### config.mk
export PLATFORM = sky130hd
export DESIGN_NAME = rf_wb_arbiter
export DESIGN_NICKNAME = d
export VERILOG_FILES = /design/src/rtl/rf_wb_arbiter.sv
export SDC_FILE = /design/constraint.sdc
export NUM_CORES = 1
export LEC_CHECK = 0
export BUFFER_PORTS_ARGS = -buffer_cell sky130_fd_sc_hd__buf_4
export CAP_MARGIN = 0
export CORE_UTILIZATION = 45
export CTS_CLUSTER_DIAMETER = 100
export DETAILED_ROUTE_END_ITERATION = 8
export PLACE_DENSITY = 0.86
export SLEW_MARGIN = 20
export SYNTH_ARGS = -nofsm -noshare
export SYNTH_HDL_FRONTEND = slang
export SYNTH_SLANG_ARGS = --single-unit
### constraint.sdc
create_clock -name clk -period 3.2 [get_ports clk]
set_clock_uncertainty 0.1 [all_clocks]
set_input_delay 0 -clock clk [delete_from_list [all_inputs] [get_ports clk]]
set_output_delay 0 -clock clk [all_outputs]
set_load 0.05 [all_outputs]
### src/rtl/rf_wb_arbiter.sv
// ---------------------------------------------------------------------------
// rf_wb_arbiter
//   Register-file writeback arbiter with a pending-write scoreboard.
//   Two writeback sources (A = ALU, B = load unit) compete for a single
//   register-file write port. At most one request is accepted per cycle.
//   The accepted request appears on the registered write port in the
//   following cycle. A 32-bit scoreboard tracks destinations that have been
//   issued but not yet written back.
//
// Parameters
//   RR_EN     1: round-robin between A and B, 0: A always wins
//
// Ports
//   clk       rising-edge clock
//   rst       asynchronous active-high reset
//   a_valid   ALU writeback request
//   a_rd      ALU destination register
//   a_data    ALU result
//   a_ready   ALU request accepted this cycle (combinational)
//   b_valid   load-unit writeback request
//   b_rd      load-unit destination register
//   b_data    load-unit result
//   b_ready   load-unit request accepted this cycle (combinational)
//   iss_valid issue stage marks iss_rd as pending
//   iss_rd    destination being issued
//   wr        register-file write address (registered)
//   we        register-file write enable (registered, one pulse per write)
//   din       register-file write data (registered)
//   busy      scoreboard, bit n set while register n has a pending write
// ---------------------------------------------------------------------------
module rf_wb_arbiter #(
    parameter bit RR_EN = 1'b1
) (
    input  logic        clk,
    input  logic        rst,
    input  logic        a_valid,
    input  logic [4:0]  a_rd,
    input  logic [31:0] a_data,
    output logic        a_ready,
    input  logic        b_valid,
    input  logic [4:0]  b_rd,
    input  logic [31:0] b_data,
    output logic        b_ready,
    input  logic        iss_valid,
    input  logic [4:0]  iss_rd,
    output logic [4:0]  wr,
    output logic        we,
    output logic [31:0] din,
    output logic [31:0] busy
);

    // prefer_b_r = 1 means B wins the next contended cycle.
    logic        prefer_b_r;
    logic        we_r;
    logic [4:0]  wr_r;
    logic [31:0] din_r;
    logic [31:0] busy_r;

    logic        a_fire_s;
    logic        b_fire_s;
    logic        xfer_s;
    logic [4:0]  sel_rd_s;
    logic [31:0] sel_data_s;
    logic [31:0] set_mask_s;
    logic [31:0] clr_mask_s;
    logic [31:0] busy_nxt_s;

    // Grant selection; readiness never looks at the scoreboard.
    always_comb begin
        a_fire_s = 1'b0;
        b_fire_s = 1'b0;
        if (rst) begin
            a_fire_s = 1'b0;
            b_fire_s = 1'b0;
        end else if (a_valid && b_valid) begin
            if (RR_EN && prefer_b_r) begin
                b_fire_s = 1'b1;
            end else begin
                a_fire_s = 1'b1;
            end
        end else begin
            a_fire_s = a_valid;
            b_fire_s = b_valid;
        end
    end

    // Mux the winning request onto the write path.
    always_comb begin
        xfer_s     = a_fire_s | b_fire_s;
        sel_rd_s   = a_rd;
        sel_data_s = a_data;
        if (b_fire_s) begin
            sel_rd_s   = b_rd;
            sel_data_s = b_data;
        end else begin
            sel_rd_s   = a_rd;
            sel_data_s = a_data;
        end
    end

    // Scoreboard next state: clear on writeback, set on issue; set is applied
    // last so a same-edge issue of the same register keeps it pending.
    always_comb begin
        set_mask_s = 32'h0000_0000;
        clr_mask_s = 32'h0000_0000;
        if (iss_valid && (iss_rd != 5'd0)) begin
            set_mask_s = 32'h0000_0001 << iss_rd;
        end else begin
            set_mask_s = 32'h0000_0000;
        end
        if (xfer_s && (sel_rd_s != 5'd0)) begin
            clr_mask_s = 32'h0000_0001 << sel_rd_s;
        end else begin
            clr_mask_s = 32'h0000_0000;
        end
        busy_nxt_s = ((busy_r & ~clr_mask_s) | set_mask_s) & 32'hFFFF_FFFE;
    end

    // Write port registers, round-robin pointer and scoreboard state.
    always_ff @(posedge clk or posedge rst) begin
        if (rst) begin
            prefer_b_r <= 1'b0;
            we_r       <= 1'b0;
            wr_r       <= 5'd0;
            din_r      <= 32'h0000_0000;
            busy_r     <= 32'h0000_0000;
        end else begin
            busy_r <= busy_nxt_s;
            if (xfer_s) begin
                // x0 writes still move wr/din but never pulse we.
                we_r  <= (sel_rd_s != 5'd0);
                wr_r  <= sel_rd_s;
                din_r <= sel_data_s;
            end else begin
                we_r <= 1'b0;
            end
            // Pointer moves only on a transfer; it stays at A when RR_EN=0.
            if (a_fire_s) begin
                prefer_b_r <= RR_EN;
            end else if (b_fire_s) begin
                prefer_b_r <= 1'b0;
            end else begin
                prefer_b_r <= prefer_b_r;
            end
        end
    end

    assign a_ready = a_fire_s;
    assign b_ready = b_fire_s;
    assign we      = we_r;
    assign wr      = wr_r;
    assign din     = din_r;
    assign busy    = busy_r;

endmodule

==> summary.md <==
| Metric | Value |
|---|---|
| Vias in the first global route | `4222` |
| Period utilization | `0.944` |
| Cell area after synthesis | `0.00358 sq mm` |
| Min-delay worst type | `input port to flop` |
| GP Congestion | `0.856` |
| Hold Violations, Final | `0` |
| Die height | `91.2 microns` |
| Post-CTS Setup Inserts | `0` |
| Synth cell count leaders | `dfrtp_1, o21ai_0, nand2_1` |
| Fin worst setup slack | `0.178 ns` |
| Critical path's slowest cell | `nor2b_1` |
| Psw | `0.000907 W` |
| Post-cts sizing count | `0` |
| Core Util, Final | `0.753` |
| Core area | `0.00773 sq mm` |
| Total Routing Usage GR | `0.324` |
| Status | `finished, final reports clean` |
| Initial antenna violation count | `0` |
| Antenna Nets Post-Route | `0` |
| Vias per inst | `5.72` |
| DR WL/cell | `18.6 microns` |
| Ys Warns | `0` |
| Area growth syn-to-layout | `62.6%` |
| Total Power Consumption | `0.00266 W` |
| Synth Area per Inst | `9.57 sq um` |
| Bufs and invs on worst path | `4` |
| Post-Syn Nets | `458` |
| Synth area leader | `dfrtp_1` |
| Clock Latency Late Sink | `0.34 ns` |
| Max Clock Freq | `331 MHz` |
| Critical-path cell list | `dlygate4sd3_1 -> buf_4 -> nor2b_1 -> nand2_2 -> buf_4 -> mux2i_1 -> dlygate4sd3_1 -> o21ai_0` |
| Router iterations before antenna repair | `6` |
| First-pass GRT wire length | `20800 microns` |
| Peak supply drop | `0.344 mV` |
| Nets | `685` |
| Gate Count Post-Synth | `374` |
| Post-synth ARST share | `1.00` |
| Cell Pwr Density | `457 mW/mm^2` |
| Synth Flop Type | `dfrtp_1` |
| Top-count cell post-synth | `dfrtp_1` |
| Crit path required time | `3.35 ns` |
| Via count | `4049` |
| Sequential share of the synthesized area | `0.489` |
| Part of the power in registers | `0.377` |
| Residual DRC | `0` |
| Clk root buf | `clkbuf_8` |
| CTS sink cnt | `70` |
| Dpl hpwl | `8000 microns` |
| Placement Setup Slack | `1.05 ns` |
| Htree depth | `3` |
| Ports | `156` |
| Full die area | `0.00832 sq mm` |
| RSZ-0062 raised after global routing | `false` |
| Worst slew margin | `0.458` |
| Final min period | `3.02 ns` |
| Largest cells by area after synthesis | `dfrtp_1, mux2i_1, o21ai_0` |
| Clock transition at path regs | `0.08 ns` |
| Max Slew Vio Count | `0` |
| Static leakage | `3.00 nW` |
| Filler cells | `494` |
| CP max stage delay | `0.57 ns` |
| Worst Setup Start Kind | `input port` |
| Crit path max fanout | `19` |
| Cell Int Power | `0.00176 W` |
| Worst-margin pin slew | `0.810 ns` |
| EDFF count, synth | `0` |
| Die W | `91.2 microns` |
| Cts bufs inserted | `9` |
| Yosys top cell area share | `0.489` |
| Setup CP Type | `input port to flop` |
| Netlist cell types | `35` |
| DR iter-0 viols | `450` |
| Part of the power in combinational logic | `0.312` |
| Synthesized flop and latch total | `70` |
| WL final | `13200 microns` |
| Largest net degree at the start of global routing | `43` |
| Diode count | `0` |
| Sw frac | `0.341` |
| GRT overflow | `0` |
| Delay-heaviest family, CP | `buffers and inverters` |
| Starting Density | `0.463` |
| Final setup viols | `0` |
| Max cap viols | `0` |
| Clk network pwr share | `0.311` |
| CTS max path bufs | `2` |
| Setup TNS | `0 ns` |
| Port bufs | `154` |
| Critical path endpoint category | `flop` |
| CTS tree | `built` |
| Layout cells sized above 1 | `0.302` |
| Cell Rows | `32` |
| Critical path arrival | `3.17 ns` |
==> flip-flops by register name, indices dropped and copies added (netlist names) <==
signal,count
busy,31
din,32
prefer_b_r,1
we,1
wr,5
==> layer usage <==
metal | vias up | GRT usage | part of all wire
met5 | - | 0 | 0
met4 | 0 | 0.179 | 0.052
met3 | 71 | 0.0586 | 0.082
met2 | 265 | 0.577 | 0.52
met1 | 1911 | 0.364 | 0.35
li1 | 1802 | - | -
==> tightest hold or removal path: cells and delay by family <==
family	cells	cell delay, ns
AND/OR/NAND/NOR	1	0.14
AO/OA/AOI/OAI	1	0.11
buffers and inverters	1	0.16
==> worst paths after layout <==
path	from	to	slack, ns	depth (start not counted)
worst max register to register	prefer_b_r$_DFFE_PP0P_	din[16]$_DFFE_PP0P_	0.39	6
worst min-delay path	iss_rd[4]	busy[19]$_DFF_PP0_	0.02	3
max in group asynchronous	rst	busy[3]$_DFF_PP0_	2.35	4
worst min register to register	din[21]$_DFFE_PP0P_	din[21]$_DFFE_PP0P_	0.39	2
min in group asynchronous	rst	busy[31]$_DFF_PP0_	0.31	4
worst max-delay path	rst	din[16]$_DFFE_PP0P_	0.18	8
==> power groups by stage <==
stage               combinational, W  sequential, W  clock (W)
floorplan                   0.000202        0.00126          0
global placement            0.000697        0.00101          0
detailed placement          0.000711        0.00101          0
CTS                         0.000804       0.000997   0.000831
global route                0.000871        0.00101   0.000876
finish                      0.000831        0.00100   0.000829
==> final cells by class <==
class	instances	area, sq um	area share
multi-input combinational	247	1600	0.275
sequential	70	1750	0.301
tap	102	128	0.0219
clock inverter	5	81.3	0.0140
inverter	36	135	0.0232
timing repair buffer	237	1970	0.339
clock buffer	11	151	0.0260
==> cell usage in the layout (no fill, tap or decap), drive strengths merged <==
| cell type | n |
|---|---|
| buf | 159 |
| dlygate4sd3 | 78 |
| dfrtp | 70 |
| o21ai | 55 |
| nand2 | 41 |
| mux2i | 36 |
| inv | 36 |
| nand3 | 23 |
| o221ai | 20 |
| clkbuf | 11 |
| a22oi | 9 |
| a31oi | 8 |
| nor2 | 7 |
| nand4b | 7 |
| nor3 | 7 |
| nand2b | 6 |
| nor2b | 6 |
| nand4 | 3 |
| o211ai | 3 |
| a32oi | 3 |
| or3 | 2 |
| a21oi | 2 |
| nand4bb | 2 |
| bufinv | 2 |
| clkinv | 2 |
| a21bo | 1 |
| or4 | 1 |
| nand3b | 1 |
| or4b | 1 |
| o2111ai | 1 |
| a21o | 1 |
| conb | 1 |
| clkinvlp | 1 |
==> cells by family after synthesis <==
logic type / synth area share
AO/OA/AOI/OAI: 0.188
buffers and inverters: 0.0671
other: 0.00105
multiplexers: 0.101
flip-flops: 0.489
AND/OR/NAND/NOR: 0.154
==> per-stage QoR <==
step           cells  cell area (sq um)  hold slack, ns
2_1_floorplan    374               3580          0.0824
3_5_place_dp     614               4810          0.0903
3_3_place_gp     614               4810          0.0695
6_report         708               5820          0.0191
4_1_cts          708               5820         0.00363
5_1_grt          708               5820          0.0139
==> what timing repair did <==
item / CTS / global route
setup endpoints to repair: 0 / 0
hold buffers: 78 / 0
endpoints found under the hold margin: 114 / 0
No activity file was read; power rests on OpenSTA's default activity.
